--- config.mk ---
export PLATFORM = sky130hd
export DESIGN_NAME = mem_burst_initiator
export DESIGN_NICKNAME = d
export VERILOG_FILES = /design/src/rtl/mem_init_pkg.sv /design/src/rtl/mem_watchdog.sv /design/src/rtl/mem_burst_initiator.sv
export SDC_FILE = /design/constraint.sdc
export NUM_CORES = 1
export LEC_CHECK = 0
export ABC_AREA = 1
export CAP_MARGIN = 10
export CELL_PAD_IN_SITES_DETAIL_PLACEMENT = 0
export CELL_PAD_IN_SITES_GLOBAL_PLACEMENT = 1
export CORE_MARGIN = 4
export CORE_UTILIZATION = 34
export CTS_CLUSTER_SIZE = 40
export DETAILED_ROUTE_END_ITERATION = 16
export PLACE_DENSITY_LB_ADDON = 0.2
export SLEW_MARGIN = 5
export SYNTH_ARGS = -nofsm -noshare
export SYNTH_HDL_FRONTEND = slang
export SYNTH_SLANG_ARGS = --single-unit
--- constraint.sdc ---
create_clock -name clk -period 2.5 [get_ports clk]
set_input_delay 0.375 -clock clk [delete_from_list [all_inputs] [get_ports clk]]
set_output_delay 0.375 -clock clk [all_outputs]
set_load 0.02 [all_outputs]
--- src/rtl/mem_init_pkg.sv ---
// Shared types and defaults for the memory burst initiator.
// Defaults match the dual-port memory this block drives.
package mem_init_pkg;

    typedef enum logic [1:0] {
        StIdle   = 2'd0,
        StIssue  = 2'd1,
        StFinish = 2'd2
    } state_e;

    localparam logic OP_READ  = 1'b0;
    localparam logic OP_WRITE = 1'b1;

    localparam int unsigned DEFAULT_DATA_WIDTH = 32;
    localparam int unsigned DEFAULT_ADDR_WIDTH = 16;
    localparam int unsigned DEFAULT_MEM_DEPTH  = 49152;
    localparam int unsigned DEFAULT_TIMEOUT    = 255;

endpackage

--- src/rtl/mem_watchdog.sv ---
// Wait counter for a pending beat. o_tc is high during the TIMEOUT-th
// consecutive waiting cycle, so the owner can abort at that edge.
module mem_watchdog
    import mem_init_pkg::*;
#(
    parameter int unsigned TIMEOUT = DEFAULT_TIMEOUT
) (
    input  logic clk,
    input  logic rst,
    input  logic i_clr,
    input  logic i_en,
    output logic o_tc
);

    localparam int unsigned CntW = (TIMEOUT > 1) ? $clog2(TIMEOUT) : 1;
    localparam logic [CntW-1:0] LastWait = CntW'(TIMEOUT - 1);

    logic [CntW-1:0] r_cnt;

    always_ff @(posedge clk) begin
        if (rst || i_clr) begin
            r_cnt <= '0;
        end else if (i_en && (r_cnt != LastWait)) begin
            r_cnt <= r_cnt + 1'b1;
        end
    end

    assign o_tc = (r_cnt == LastWait);

endmodule

--- src/rtl/mem_burst_initiator.sv ---
// Burst initiator for one memory port: issues single-beat transactions,
// writes an incrementing pattern and checks read data against it.
module mem_burst_initiator
    import mem_init_pkg::*;
#(
    parameter int unsigned DATA_WIDTH = DEFAULT_DATA_WIDTH,
    parameter int unsigned ADDR_WIDTH = DEFAULT_ADDR_WIDTH,
    parameter int unsigned MEM_DEPTH  = DEFAULT_MEM_DEPTH,
    parameter int unsigned TIMEOUT    = DEFAULT_TIMEOUT
) (
    input  logic                  clk,
    input  logic                  rst,
    input  logic                  cmd_valid,
    output logic                  cmd_ready,
    input  logic                  cmd_op,
    input  logic [ADDR_WIDTH-1:0] cmd_addr,
    input  logic [ADDR_WIDTH-1:0] cmd_len,
    input  logic [DATA_WIDTH-1:0] cmd_seed,
    output logic                  mem_valid,
    output logic                  mem_op,
    output logic [ADDR_WIDTH-1:0] mem_addr,
    output logic [DATA_WIDTH-1:0] mem_wr_data,
    input  logic [DATA_WIDTH-1:0] mem_rd_data,
    input  logic                  mem_ready,
    output logic                  busy,
    output logic                  done,
    output logic [ADDR_WIDTH-1:0] err_cnt,
    output logic                  timeout,
    output logic                  bad_cmd
);

    localparam logic [ADDR_WIDTH-1:0] LastAddr = ADDR_WIDTH'(MEM_DEPTH - 1);

    state_e                r_state;
    logic                  r_op;
    logic [ADDR_WIDTH-1:0] r_addr;
    logic [DATA_WIDTH-1:0] r_data;
    logic [ADDR_WIDTH-1:0] r_len;
    logic [ADDR_WIDTH-1:0] r_err;
    logic                  r_timeout;
    logic                  r_bad;

    logic w_tc;
    logic w_wd_clr;
    logic w_wd_en;
    logic w_addr_bad;
    logic w_rd_mismatch;

    assign w_wd_clr      = (r_state != StIssue) || mem_ready;
    assign w_wd_en       = (r_state == StIssue) && !mem_ready;
    assign w_addr_bad    = (32'(cmd_addr) >= MEM_DEPTH);
    assign w_rd_mismatch = (r_op == OP_READ) && (mem_rd_data != r_data);

    mem_watchdog #(
        .TIMEOUT (TIMEOUT)
    ) u_watchdog (
        .clk   (clk),
        .rst   (rst),
        .i_clr (w_wd_clr),
        .i_en  (w_wd_en),
        .o_tc  (w_tc)
    );

    always_ff @(posedge clk) begin
        if (rst) begin
            r_state   <= StIdle;
            r_op      <= OP_READ;
            r_addr    <= '0;
            r_data    <= '0;
            r_len     <= '0;
            r_err     <= '0;
            r_timeout <= 1'b0;
            r_bad     <= 1'b0;
        end else begin
            unique case (r_state)
                StIdle: begin
                    if (cmd_valid) begin
                        r_op      <= cmd_op;
                        r_addr    <= cmd_addr;
                        r_data    <= cmd_seed;
                        r_len     <= cmd_len;
                        r_err     <= '0;
                        r_timeout <= 1'b0;
                        r_bad     <= w_addr_bad;
                        if (w_addr_bad || (cmd_len == '0)) begin
                            r_state <= StFinish;
                        end else begin
                            r_state <= StIssue;
                        end
                    end
                end
                StIssue: begin
                    if (mem_ready) begin
                        r_addr <= (r_addr == LastAddr) ? '0 : r_addr + 1'b1;
                        r_data <= r_data + 1'b1;
                        r_len  <= r_len - 1'b1;
                        if (w_rd_mismatch && (r_err != '1)) begin
                            r_err <= r_err + 1'b1;
                        end
                        if (r_len == ADDR_WIDTH'(1)) begin
                            r_state <= StFinish;
                        end
                    end else if (w_tc) begin
                        // Remaining beats are dropped on abort.
                        r_timeout <= 1'b1;
                        r_state   <= StFinish;
                    end
                end
                StFinish: begin
                    r_state <= StIdle;
                end
                default: begin
                    r_state <= StIdle;
                end
            endcase
        end
    end

    assign cmd_ready   = (r_state == StIdle);
    assign mem_valid   = (r_state == StIssue);
    assign busy        = (r_state != StIdle);
    assign done        = (r_state == StFinish);
    assign mem_op      = r_op;
    assign mem_addr    = r_addr;
    assign mem_wr_data = (r_op == OP_WRITE) ? r_data : '0;
    assign err_cnt     = r_err;
    assign timeout     = r_timeout;
    assign bad_cmd     = r_bad;

endmodule

Word-level counts from Yosys, hierarchy flattened
Index checks and enable logic that the tools add are counted.
Operators by class
  equal/unequal tests: 16
  divide/modulo/power cells: 0
  shift-type cells: 0
  $mul: 0
  order comparisons: 1
  multiplexer cells: 25
  $add $sub $neg: 5
  reduce and logical (&&, ||, !) cells: 17
  bitwise operators: 1
Operators by type and width (count)
  $mux 16: 8
  $mux 32: 3
  $pmux 16 s2: 3
  $pmux 32 s2: 1
  $add 16x1->16 const B: 2
  $add 32x1->32 const B: 1
  $ne 32x32->1: 1
  $eq 16x1->1 const B: 1
  $eq 16x16->1 const B: 1
  $ge 16x16->1 const B: 1
  $logic_not 16->1: 1
  $ne 16x16->1 const B: 1
  $sub 16x1->16 const B: 1
  $mux 2: 5
  $add 8x1->8 const B: 1
  $eq 8x8->1 const B: 1
  $ne 2x1->1 const B: 4
  $ne 8x8->1 const B: 1
  $reduce_and 4->1: 2
  $reduce_and 3->1: 2
  $logic_and 1x1->1: 4
  $ne 2x2->1 const B: 2
  $pmux 2 s2: 1
  $reduce_bool 2->1: 2
  other kinds (11): 15
Word-level totals
  logic and storage cells: 74
  memories kept: 0
  output and inout port bits: 71
  input bits: 101
  bits in writable memories: 0
  register bits after elaboration: 93
  memory bits (read-only): 0
  latch bits: 0

Depth between registers and ports, before layout
  depth after elaboration: 6
  gate-level depth with buffers: 14
  gate-level depth less buffers: 13

Hierarchy
Synthesis repeated with hierarchy kept, for this count alone.
Second synthesis, totals
  cell total of the unflattened synthesis: 1075
  area total of the unflattened synthesis: 6677.7 µm²
By module, submodules not included
  mem_burst_initiator: cells each 1006, area an instance 6199.7 µm², times used 1, seq. area each 1701.6 µm²
  mem_watchdog: cells each 69, area an instance 478.0 µm², times used 1, seq. area each 160.2 µm²

Least setup slack after synthesis
No wires, ideal clock.
  path type: reg-to-reg
  from: register r_err[0], in the netlist err_cnt[0]
  to: register r_err[15], in the netlist err_cnt[15]
  data required time: 2.385 ns
  period minus slack after synthesis: 1.925 ns
  stages on the path, launching flop included: 14
  slack: 0.575 ns
  buffers on the path: 1
  data arrival time: 1.810 ns
  library setup time: 0.115 ns
  path through: dfxtp_1 -> ha_1 -> nand2_2 -> nor2_2 -> nand2_2 -> nor2_4 -> nand2_2 -> nor2_4 -> nand3_2 -> nand3_2 -> nand2_4 -> buf_6 -> a21oi_1 -> nor2_1
On the way
  cells in the longest elaborated chain, start to end: 4
  elaborated cells between the ends (all ways): 8
  those cells by class: 1 x add/sub; 2 x eq/ne; 3 x mux; 2 x reduce/logical
Ends and longest elaborated chain
  start: declaration: RTL line mem_burst_initiator.sv:39  | logic [ADDR_WIDTH-1:0] r_err;
  start signal: assignment: RTL line mem_burst_initiator.sv:98  | r_err <= r_err + 1'b1;
  $add 16x1->16 / $ne 16x16->1 (equally long branches): RTL line mem_burst_initiator.sv:98, mem_burst_initiator.sv:97
  $mux 16 / $logic_and 1x1->1 (equally long branches): RTL line mem_burst_initiator.sv:97  | if (w_rd_mismatch && (r_err != '1)) begin
  $mux 16 / $ne 2x1->1 (equally long branches)
  $pmux 16 s2 / $reduce_and 4->1 (equally long branches)
Parallel ways exist; a longest one is shown, timed or not. The select of a mux whose other input is x is not followed.
A chain may end at the register's enable or synchronous reset.

Final worst setup path
  from: register r_state[1]
  to: output mem_valid
On the way
  cells in the longest elaborated chain, start to end: 1
Ends and longest elaborated chain
  start: declaration: RTL line mem_burst_initiator.sv:34  | state_e r_state;
  start signal: assignment: RTL line mem_burst_initiator.sv:66  | r_state <= StIdle;
  start signal: assignment: RTL line mem_burst_initiator.sv:86  | r_state <= StFinish;
  start signal: assignment: RTL line mem_burst_initiator.sv:88  | r_state <= StIssue;
  $eq 2x1->1: RTL line mem_burst_initiator.sv:120  | assign mem_valid = (r_state == StIssue);
  end: declaration: RTL line mem_burst_initiator.sv:19  | output logic mem_valid,
No other way between the ends.

==> results.sh <==
export IMPL_grt_use_total_pct=18.9
export IMPL_final_cell_mix="nand2_1 (290), clkdlybuf4s50_1 (171), inv_1 (127), dfxtp_1 (93), nor2_1 (91)"
export IMPL_path_clk_slew_ps=70
export IMPL_antenna_found_initial=0
export IMPL_grt_pass1_vias=6684
export IMPL_cts_hold_buf=0
export IMPL_max_freq_ghz=0.429
export IMPL_start_util_pct=34.8
export IMPL_setup_tns_ps=0
export IMPL_final_common_cell="nand2_1"
export IMPL_clock_sinks=93
export IMPL_grt_ovfl_total=0
export IMPL_crit_type="reg -> out"
export IMPL_row_count=50
export IMPL_ff2ff_setup_slack_ps=370
export IMPL_final_util_pct=47.1
export IMPL_min_from="r_len[2]$_SDFFE_PP0P_"
export IMPL_worstPathCellList="inv_1, nand2_4, inv_2, clkdlybuf4s50_1"
export IMPL_power_density_nw_per_um2=599
export IMPL_finalSetupViolCount=0
export IMPL_die_w_um=147
export IMPL_ir_drop_v=0.000383
export IMPL_fin_crit_sh_pct=93.2
export IMPL_drive_gt1_share_pct=7.27
export IMPL_arrival_ps=1960
export IMPL_p_leak_nw=3.74
export IMPL_area_delta_synth_final_pct=35.2
export IMPL_synth_seq_cells=93
export IMPL_power_total_mw=5.33
export IMPL_clock_skew_ps=13.0
export IMPL_die_area_um2=21600
export IMPL_cpMaxStageDelayCell="clkdlybuf4s50_1"
export IMPL_slew_violations=0
export IMPL_io_pins=172
export IMPL_synth_nets=1173
export IMPL_cts_root_buf="clkbuf_16"
export IMPL_first_pass_iters=5
export IMPL_min_delay_path_class="reg -> reg"
export IMPL_required_ps=2120
export IMPL_routedWlPerCell_um=14.1
export IMPL_grt_max_degree=47
export IMPL_hpwlAfterDp_um=15300
export IMPL_drcViolationCount=0
export IMPL_drt_wl_total_um=21000
export IMPL_detailedPlace_worstSlack_ps=210
export IMPL_synth_xor_area_share_pct=6.25
export IMPL_path_max_fanout=28
export IMPL_n_antenna_cell=0
export IMPL_synth_edff_count=0
export IMPL_cts_buffers=9
export IMPL_core_um2=18900
export IMPL_port_buffer_count=171
export IMPL_setup_ws_ps=169
export IMPL_rr_worst_depth=13
export IMPL_yosys_warnings=0
export IMPL_holdWs_ps=493
export IMPL_ant_nets=0
export IMPL_finalNetCount=1328
export IMPL_status="finished clean"
export IMPL_rsz0062_at_grt="false"
export IMPL_whs_path_depth=2
export IMPL_synth_simple_gate_area_share_pct=34.4
export IMPL_finalHoldViolCount=0
export IMPL_synth_fa_ha_area_share_pct=1.33
export IMPL_cts_htree_levels=3
export IMPL_avgViaCountPerCell=4.77
export IMPL_synth_top_family_by_area="simple AND/OR/NAND/NOR gates"
export IMPL_cts_tree="yes"
export IMPL_cts_setup_buffers=0
export IMPL_avgSynthCellArea_um2=6.18
export IMPL_ys_seq_area_share_pct=28.3
export IMPL_fin_crit_ps=2330
export IMPL_die_height_um=147
export IMPL_first_iter_violations=374
export IMPL_clk_path_buf_depth=2
export IMPL_syn_inst=1065
export IMPL_grt_pass1_wl_um=33700
export IMPL_worst_pin_slew_ps=428
export IMPL_min_to="r_len[2]$_SDFFE_PP0P_"
export IMPL_via_count=7082
export IMPL_r2r_end="err_cnt[6]$_SDFFE_PP0P_"
export IMPL_r2r_start="err_cnt[0]$_SDFFE_PP0P_"
export IMPL_end_kind="output pin"
export IMPL_cts_resized=0
export IMPL_syn_cell_area_um2=6580
export IMPL_startpoint_type="flop"
export IMPL_synthFlopType="dfxtp_1"
export IMPL_slew_headroom_pct=71.4
export IMPL_synth_compound_area_share_pct=18.4
export IMPL_max_cap_violations=0
export IMPL_ys_types=46
export IMPL_insertion_delay_ps=350
export IMPL_gp_routability_congestion=0.826
export IMPL_synthMuxAreaShare_pct=0
export IMPL_async_flop_share_pct=0
export IMPL_max_stage_delay_ps=660
[per-layer routing]
metal / GRT usage (%) / part of all wire [%]
met5: 0 / 0
met4: 4.10 / 1.1
met3: 3.49 / 6.2
met2: 30.1 / 43
met1: 26.6 / 49
[flip-flops by register name (all words and copies together) (netlist names)]
name	count
r_data	32
bad_cmd	1
r_len	16
u_watchdog.r_cnt	8
timeout	1
mem_op	1
err_cnt	16
mem_addr	16
r_state	2
[worst max-delay path by stage]
stage | startpoint | end | slack (ps) | depth (start not counted)
6_report | r_state[1]$_SDFFE_PP0P_ | mem_valid | 170 | 4
5_1_grt | r_state[1]$_SDFFE_PP0P_ | mem_valid | 50 | 4
4_1_cts | r_state[1]$_SDFFE_PP0P_ | mem_valid | 140 | 4
3_5_place_dp | mem_rd_data[7] | err_cnt[11]$_SDFFE_PP0P_ | 210 | 12
3_3_place_gp | mem_rd_data[4] | err_cnt[14]$_SDFFE_PP0P_ | 220 | 13
2_1_floorplan | err_cnt[0]$_SDFFE_PP0P_ | err_cnt[15]$_SDFFE_PP0P_ | 580 | 13
[logic make-up (layout without fill, tap and decap cells)]
group                    Yosys count  after routing
adder cells (fa/ha/maj)            7              7
AND/OR/NAND/NOR                  516            516
buffers and inverters            184            344
AO/OA/AOI/OAI                    218            218
flip-flops                        93             93
XOR/XNOR                          47             47
[synth_stat cells, types with 2 or more instances]
cell type | n | area [µm²]
a32o_1 | 2 | 20.0
nand2_1 | 291 | 1090
o21bai_1 | 6 | 45.0
a211oi_1 | 6 | 45.0
clkbuf_2 | 2 | 10.0
a311oi_1 | 2 | 17.5
nor3_1 | 19 | 95.1
inv_1 | 129 | 484
buf_4 | 2 | 15.0
o21ai_0 | 88 | 440
nand4_1 | 9 | 56.3
buf_6 | 2 | 22.5
nand3_2 | 8 | 80.1
a21oi_1 | 74 | 370
o211ai_1 | 5 | 37.5
a31oi_1 | 26 | 163
xnor2_1 | 29 | 254
nand2_2 | 8 | 50.1
xor2_1 | 18 | 158
clkbuf_1 | 23 | 86.3
or2_2 | 5 | 31.3
ha_1 | 7 | 87.6
nor2_2 | 8 | 50.1
nor4_1 | 5 | 31.3
nor2_1 | 91 | 342
dfxtp_1 | 93 | 1860
nor3_2 | 5 | 50.1
nor2_4 | 5 | 56.3
inv_2 | 3 | 11.3
buf_2 | 22 | 110
nand3_1 | 57 | 285
[final cells by class]
type | instances | area, µm²
clock buffers | 11 | 243
clock inverters | 5 | 60.1
fillers | 2020 | 10000
inverters | 132 | 498
multi-input cells | 788 | 3980
flip-flops and latches | 93 | 1860
well taps | 260 | 325
repair buffers | 196 | 1920
[worst max-delay path, delay by kind of cell (launching register included)]
family	cells	cell delay, ps
buf+inv	3	1070
flops	1	320
simple gates	1	220
[metrics by stage]
stage                     area [µm²]  instances
after floorplan                 6580       1065
after global placement          8590       1469
after detailed placement        8590       1469
after CTS                       8900       1485
after global routing            8900       1485
final                           8900       1485
[report_power, final]
| group | leakage [nW] | switching, mW | internal [mW] |
|---|---|---|---|
| clock network | 0.146 | 0.634 | 0.807 |
| logic | 2.82 | 1.08 | 0.849 |
| registers | 0.766 | 0.268 | 1.68 |
(Power assumes the default switching activity.)
